[src/rtl/dmover_multich_rd.sv]
// Multichannel DataMover read engine: walks the tile/row address pattern of
// a feature map, issues one MM2S command per row and forwards the returned
// stream to the compute array with backpressure and a frame-level tlast.
module dmover_multich_rd #(
    parameter int DATA_W = 128,
    parameter int CMD_W  = 72
) (
    input  logic              clk,
    input  logic              rst,
    input  logic [31:0]       s_axis_dmrconfig_tdata,
    input  logic              s_axis_dmrconfig_tvalid,
    output logic              s_axis_dmrconfig_tready,
    output logic [CMD_W-1:0]  m_axis_mm2s_cmd_tdata,
    output logic              m_axis_mm2s_cmd_tvalid,
    input  logic              m_axis_mm2s_cmd_tready,
    input  logic [7:0]        s_axis_mm2s_sts_tdata,
    input  logic              s_axis_mm2s_sts_tvalid,
    output logic              s_axis_mm2s_sts_tready,
    input  logic [DATA_W-1:0] s_axis_mm2s_tdata,
    input  logic              s_axis_mm2s_tvalid,
    output logic              s_axis_mm2s_tready,
    output logic [DATA_W-1:0] m_axis_dmr_tdata,
    output logic              m_axis_dmr_tvalid,
    input  logic              m_axis_dmr_tready,
    output logic              m_axis_dmr_tlast,
    output logic              done,
    output logic              err,
    output logic [2:0]        status_dmr
);

    typedef enum logic [2:0] {
        IDLE        = 3'd0,
        CONFIG      = 3'd1,
        PARA_CAL    = 3'd2,
        CMD         = 3'd3,
        RD          = 3'd4,
        ADDR_UPDATE = 3'd5,
        DONE        = 3'd6
    } state_t;

    state_t             state_r, next_s;
    logic [1:0]         cfg_idx_r;
    logic [15:0]        chin_r;
    logic [11:0]        img_w_r, img_h_r;
    logic [7:0]         r_tile_r;
    logic [15:0]        len_unit_r;
    logic [22:0]        addr_unit_r;
    logic [31:0]        row_shift_r;
    logic [31:0]        rd_addr_r, tile_base_r;
    logic [11:0]        row_r;
    logic [7:0]         tile_r;
    logic [15:0]        cnt_unit_r;
    logic               cmd_valid_r, cfg_ready_r, sts_ready_r, err_r, done_r;
    logic [CMD_W-1:0]   cmd_data_r;

    logic               cfg_hs_s, word2_hs_s, cmd_hs_s, rd_en_s, rd_hs_s, sts_hs_s, sts_bad_s;
    logic               last_beat_s, last_row_s, last_tile_s, degenerate_s;
    logic [15:0]        len_unit_s;
    logic [22:0]        addr_unit_s;
    logic [31:0]        row_shift_s;
    logic [3:0]         sts_tag_unused_s;

    assign cfg_hs_s     = s_axis_dmrconfig_tvalid & cfg_ready_r;
    assign word2_hs_s   = cfg_hs_s & (cfg_idx_r == 2'd2);
    assign cmd_hs_s     = cmd_valid_r & m_axis_mm2s_cmd_tready;
    assign rd_en_s      = (state_r == RD);
    assign rd_hs_s      = rd_en_s & s_axis_mm2s_tvalid & m_axis_dmr_tready;
    assign sts_hs_s     = s_axis_mm2s_sts_tvalid & sts_ready_r;
    assign sts_bad_s    = ~s_axis_mm2s_sts_tdata[7] | (s_axis_mm2s_sts_tdata[6:4] != 3'd0);
    assign sts_tag_unused_s = s_axis_mm2s_sts_tdata[3:0];

    // Row/tile geometry, truncated to the widths of the holding registers
    assign len_unit_s   = {4'd0, img_w_r} * (chin_r >> 3);
    assign addr_unit_s  = {11'd0, img_w_r} * {6'd0, chin_r, 1'b0};
    assign row_shift_s  = {9'd0, addr_unit_s} * {24'd0, r_tile_r};

    assign last_beat_s  = (cnt_unit_r == (len_unit_r - 16'd1));
    assign last_row_s   = (({1'b0, row_r} + 13'd1) >= {1'b0, img_h_r});
    assign last_tile_s  = (({1'b0, tile_r} + 9'd1) >= {1'b0, r_tile_r});
    assign degenerate_s = (len_unit_r == 16'd0) | (img_h_r == 12'd0) | (r_tile_r == 8'd0);

    // Read data passes straight through while a row is being drained
    assign m_axis_dmr_tdata        = s_axis_mm2s_tdata;
    assign m_axis_dmr_tvalid       = rd_en_s & s_axis_mm2s_tvalid;
    assign s_axis_mm2s_tready      = rd_en_s & m_axis_dmr_tready;
    assign m_axis_dmr_tlast        = rd_en_s & s_axis_mm2s_tvalid & last_beat_s & last_row_s & last_tile_s;

    assign s_axis_dmrconfig_tready = cfg_ready_r;
    assign m_axis_mm2s_cmd_tdata   = cmd_data_r;
    assign m_axis_mm2s_cmd_tvalid  = cmd_valid_r;
    assign s_axis_mm2s_sts_tready  = sts_ready_r;
    assign done                    = done_r;
    assign err                     = err_r;
    assign status_dmr              = state_r;

    // State register
    always_ff @(posedge clk) begin
        if (rst) state_r <= IDLE;
        else     state_r <= next_s;
    end

    // Next-state decode
    always_comb begin
        next_s = state_r;
        case (state_r)
            IDLE:        if (cfg_hs_s) next_s = CONFIG; else next_s = IDLE;
            CONFIG:      if (word2_hs_s) next_s = PARA_CAL; else next_s = CONFIG;
            PARA_CAL:    if (degenerate_s) next_s = DONE; else next_s = CMD;
            CMD:         if (cmd_hs_s) next_s = RD; else next_s = CMD;
            RD:          if (rd_hs_s && last_beat_s) next_s = ADDR_UPDATE; else next_s = RD;
            ADDR_UPDATE: if (last_row_s && last_tile_s) next_s = DONE; else next_s = CMD;
            DONE:        next_s = IDLE;
            default:     next_s = IDLE;
        endcase
    end

    // Capture the three config words and register the derived geometry
    always_ff @(posedge clk) begin
        if (rst) begin
            cfg_idx_r   <= 2'd0;
            chin_r      <= 16'd0;
            img_w_r     <= 12'd0;
            img_h_r     <= 12'd0;
            r_tile_r    <= 8'd0;
            len_unit_r  <= 16'd0;
            addr_unit_r <= 23'd0;
            row_shift_r <= 32'd0;
        end else if (cfg_hs_s) begin
            case (cfg_idx_r)
                2'd0: begin
                    chin_r    <= s_axis_dmrconfig_tdata[15:0];
                    cfg_idx_r <= 2'd1;
                end
                2'd1: begin
                    img_w_r   <= s_axis_dmrconfig_tdata[11:0];
                    img_h_r   <= s_axis_dmrconfig_tdata[23:12];
                    r_tile_r  <= s_axis_dmrconfig_tdata[31:24];
                    cfg_idx_r <= 2'd2;
                end
                2'd2: begin
                    len_unit_r  <= len_unit_s;
                    addr_unit_r <= addr_unit_s;
                    row_shift_r <= row_shift_s;
                    cfg_idx_r   <= 2'd0;
                end
                default: cfg_idx_r <= 2'd0;
            endcase
        end
    end

    // Address walk: rows inner, tiles outer; beat counter within a row
    always_ff @(posedge clk) begin
        if (rst) begin
            rd_addr_r   <= 32'd0;
            tile_base_r <= 32'd0;
            row_r       <= 12'd0;
            tile_r      <= 8'd0;
            cnt_unit_r  <= 16'd0;
        end else if (word2_hs_s) begin
            rd_addr_r   <= s_axis_dmrconfig_tdata;
            tile_base_r <= s_axis_dmrconfig_tdata;
            row_r       <= 12'd0;
            tile_r      <= 8'd0;
            cnt_unit_r  <= 16'd0;
        end else if (rd_hs_s) begin
            cnt_unit_r  <= last_beat_s ? 16'd0 : cnt_unit_r + 16'd1;
        end else if (state_r == ADDR_UPDATE) begin
            if (!last_row_s) begin
                row_r     <= row_r + 12'd1;
                rd_addr_r <= rd_addr_r + row_shift_r;
            end else begin
                row_r <= 12'd0;
                if (!last_tile_s) begin
                    tile_r      <= tile_r + 8'd1;
                    tile_base_r <= tile_base_r + {9'd0, addr_unit_r};
                    rd_addr_r   <= tile_base_r + {9'd0, addr_unit_r};
                end
            end
        end else if (state_r == DONE) begin
            row_r      <= 12'd0;
            tile_r     <= 8'd0;
            cnt_unit_r <= 16'd0;
        end
    end

    // MM2S command: load on entry to CMD, hold until accepted
    always_ff @(posedge clk) begin
        if (rst) begin
            cmd_valid_r <= 1'b0;
            cmd_data_r  <= '0;
        end else if ((state_r == CMD) && !cmd_valid_r) begin
            cmd_valid_r <= 1'b1;
            cmd_data_r  <= {4'd0, 4'd0, rd_addr_r, 1'b0, 1'b1, 6'd0, 1'b1, addr_unit_r};
        end else if (cmd_hs_s) begin
            cmd_valid_r <= 1'b0;
        end
    end

    // Handshake readies, completion pulse and sticky status error
    always_ff @(posedge clk) begin
        if (rst) begin
            cfg_ready_r <= 1'b0;
            sts_ready_r <= 1'b0;
            done_r      <= 1'b0;
            err_r       <= 1'b0;
        end else begin
            cfg_ready_r <= (next_s == IDLE) || (next_s == CONFIG);
            sts_ready_r <= 1'b1;
            done_r      <= (next_s == DONE);
            if (sts_hs_s && sts_bad_s)
                err_r <= 1'b1;
            else if (cfg_hs_s && (cfg_idx_r == 2'd0))
                err_r <= 1'b0;
        end
    end

endmodule

[config.mk]
export PLATFORM = sky130hd
export DESIGN_NAME = dmover_multich_rd
export DESIGN_NICKNAME = d
export VERILOG_FILES = /design/src/rtl/dmover_multich_rd.sv
export SDC_FILE = /design/constraint.sdc
export NUM_CORES = 2
export LEC_CHECK = 0
export ABC_AREA = 0
export CAP_MARGIN = 25
export CORE_ASPECT_RATIO = 0.75
export CORE_MARGIN = 1
export CORE_UTILIZATION = 63
export CTS_BUF_LIST = sky130_fd_sc_hd__clkbuf_8
export DETAILED_ROUTE_END_ITERATION = 16
export GPL_TIMING_DRIVEN = 1
export PLACE_DENSITY_LB_ADDON = 0.1
export SLEW_MARGIN = 5
export SYNTH_ARGS = -nofsm -noshare
export SYNTH_HDL_FRONTEND = slang
export SYNTH_SLANG_ARGS = --single-unit
export TNS_END_PERCENT = 5
[constraint.sdc]
create_clock -name clk -period 19.1 [get_ports clk]
set_input_delay 4.775 -clock clk [delete_from_list [all_inputs] [get_ports clk]]
set_output_delay 4.775 -clock clk [all_outputs]
set_load 0.02 [all_outputs]
==> flow_summary.yaml <==
sta:
  fin_setup_tns_ns: 0
  finalSetupViolCount: 0
  rsz0062_at_grt: "no"
  worst_pin_slew_ns: 1.062
  final.setup_skew_ns: 0.05567
  min_period_over_period: 0.5992
  max_freq_mhz: 87.38
  period_minus_slack_ns: 11.44
  drv_slew: 0
  hold_slack_ns: 0.4533
  hold_viol: 0
  relSlewSlack: 0.2887
status:
  status: "completed"
die:
  core_area_um2: 43770
  io_pins: 386
  initial_core_util: 0.6460
  dieArea_um2: 45740
  dieHeight_um: 185.5
  rows: 66
  die_w_um: 246.6
global_route:
  antenna_found_initial: 1
  grt_overflow: 0
  grt_max_degree: 95
  grt_usage: 0.3613
  grt_pass1_wl_um: 129400
  grt_pass1_vias: 24060
hold_path:
  hold_class: "flip-flop to flip-flop"
  min_from: "m_axis_mm2s_cmd_tdata[57]"
routing:
  vias_per_cell: 6.040
  post-route-drc-count: 0
  postRouteAntennaNets: 0
  detail_route.iter0.violations: 1897
  first_pass_iters: 5
  route.detailed.wl_per_inst_um: 20.25
  wirelength_um: 81340
  detailroute.via_count: 24260
run:
  drv_cap: 0
synthesis:
  ys_top_cells_by_area: "dfxtp_1, fa_1, ha_1"
  synthFlopType: "dfxtp_1"
  seq_area_frac_synth: 0.1990
  synth_cell_types: 89
  synth-edff-count: 0
  yosys.area.top_type: "dfxtp_1"
  synthCells: 3508
  syn-cell-area_um2: 28270
  synthArstFlopShare: 0
  syn-mean-instance-area_um2: 8.060
  yosys.area.top_type_share: 0.1990
  ys_ff_latch: 281
  yosysWarnings: 0
place:
  dp_hpwl_um: 62390
  port_buffers: 109
  gp_congestion: 0.9673
worst_setup_path:
  critical_path_buf_inv_count: 2
  crit_path_end_kind: "output pin"
  cpMostUsedCell: "clkdlybuf4s50_1"
  critPathKind: "input port to output pin"
  arrival_ns: 6.67
  critPathSlowestCell: "clkdlybuf4s50_1"
  worstPathRequired_ns: 14.32
  cp_max_fo: 4
  cp-start-kind: "input port"
  startpoint: "s_axis_mm2s_tvalid"
  crit_family: "buffers and inverters"
  crit_chain: "clkdlybuf4s50_1 -> and4bb_2 -> nand2_1 -> nor3_1 -> clkdlybuf4s50_1"
  crit_path_max_incr_delay_ns: 0.71
  r2r-start: "img_w_r[3]"
power:
  p_leak_uw: 0.01337
  powerDensity_nw_per_um2: 42.64
  vdd_drop_max_mv: 0.06271
cts:
  cts_inserted_buffers: 46
  cts_sinks: 281
  cts_tree: "built"
  clk_pin_slew_worst_paths_ns: 0.06
  cts-htree-levels: 2
  clk_latency_ns: 0.64
  hold_buffers: 0
  clockBufferDepth: 3
  cts_resized: 0
  postCtsSetupBuffers: 0
  cts-root-buf: "clkbuf_8"
final_layout:
  layout_common_cells: "nand2_1, inv_1, a21oi_1"
  area_growth_syn_to_layout_pct: 4.815
  final_common_cell: "nand2_1"
  layout-drive-gt1-share: 0.04306
  nNetsFinal: 4059
-- area by class of cell --
class	instances	area (um^2)
Sequential cell	281	5625
Clock buffer	56	770.7
Antenna cell	1	2.502
Inverter	395	1483
Fill cell	3685	14130
Tap cell	578	723.2
Clock inverter	25	181.4
Timing Repair Buffer	138	1324
Multi-Input combinational cell	2542	19530
-- tightest hold or removal path, delay by kind of cell, from the launching register on --
| family | cells | cell delay, ns |
|---|---|---|
| AO/OA/AOI/OAI | 1 | 0.05 |
| flip-flops | 1 | 0.31 |
| AND/OR/NAND/NOR | 1 | 0.05 |
-- cells by family after synthesis --
logic type      share of synthesized area
xor+xnor                          0.04306
compound gates                     0.1478
simple gates                       0.2045
mux                              0.005089
other cells                     0.0001326
flops                              0.1990
buf+inv                            0.1145
fa+ha+maj                          0.2860
-- metal layers --
layer	up-vias	global-route usage	routed length, um
met1	11840	0.4948	35390
met2	1086	0.5499	35020
met4	0	0.1277	2709
met5	-	0.005447	0
met3	192	0.09573	8216
li1	11140	-	-
-- worst paths after layout --
check | slack [ns] | cells after the start | endpoint
hold / removal | 0.45 | 2 | m_axis_mm2s_cmd_tdata[57]
setup / recovery | 7.66 | 5 | m_axis_dmr_tlast
setup reg to reg | 7.69 | 35 | row_shift_r[30]
hold reg to reg | 0.45 | 2 | m_axis_mm2s_cmd_tdata[57]
-- report_power, final --
part	switching, uW	internal [uW]
combinational	64.7	28.2
sequential	15.1	591
clock	271	294
total	350	913
-- cell usage after synthesis (24+ instances only) --
cell	count
o21ai_0	94
and2_1	177
nor3_1	48
ha_1	203
nand3_1	56
xnor2_1	78
and3_1	24
nor2_1	152
nand2_1	607
fa_1	277
xor2_1	61
buf_4	148
clkbuf_1	143
a211oi_1	29
dfxtp_1	281
a21o_1	48
o211ai_1	25
inv_1	395
a21oi_1	289
-- state kept, by name, summed over array words and instances (netlist names), 8 cells and up --
signal and flops:
tile_base_r 32, img_w_r 12, tile_r 8, row_shift_r 30, img_h_r 12, r_tile_r 8
addr_unit_r 22, len_unit_r 16, rd_addr_r 32, chin_r 16, cnt_unit_r 16, m_axis_mm2s_cmd_tdata 55
row_r 12
-- per-stage QoR --
step	cell area (um^2)	setup slack (ns)	util	instances	total power, uW
6_report	29630	7.656	0.6771	4016	1264
5_1_grt	29630	6.880	0.6771	4016	1298
3_5_place_dp	28680	7.691	0.6552	3933	708.1
3_3_place_gp	28660	7.703	0.6547	3931	706.1
4_1_cts	29630	7.667	0.6769	4014	1262
2_1_floorplan	28330	8.697	-	3523	706.0
Power figures use the tool's default switching activity.
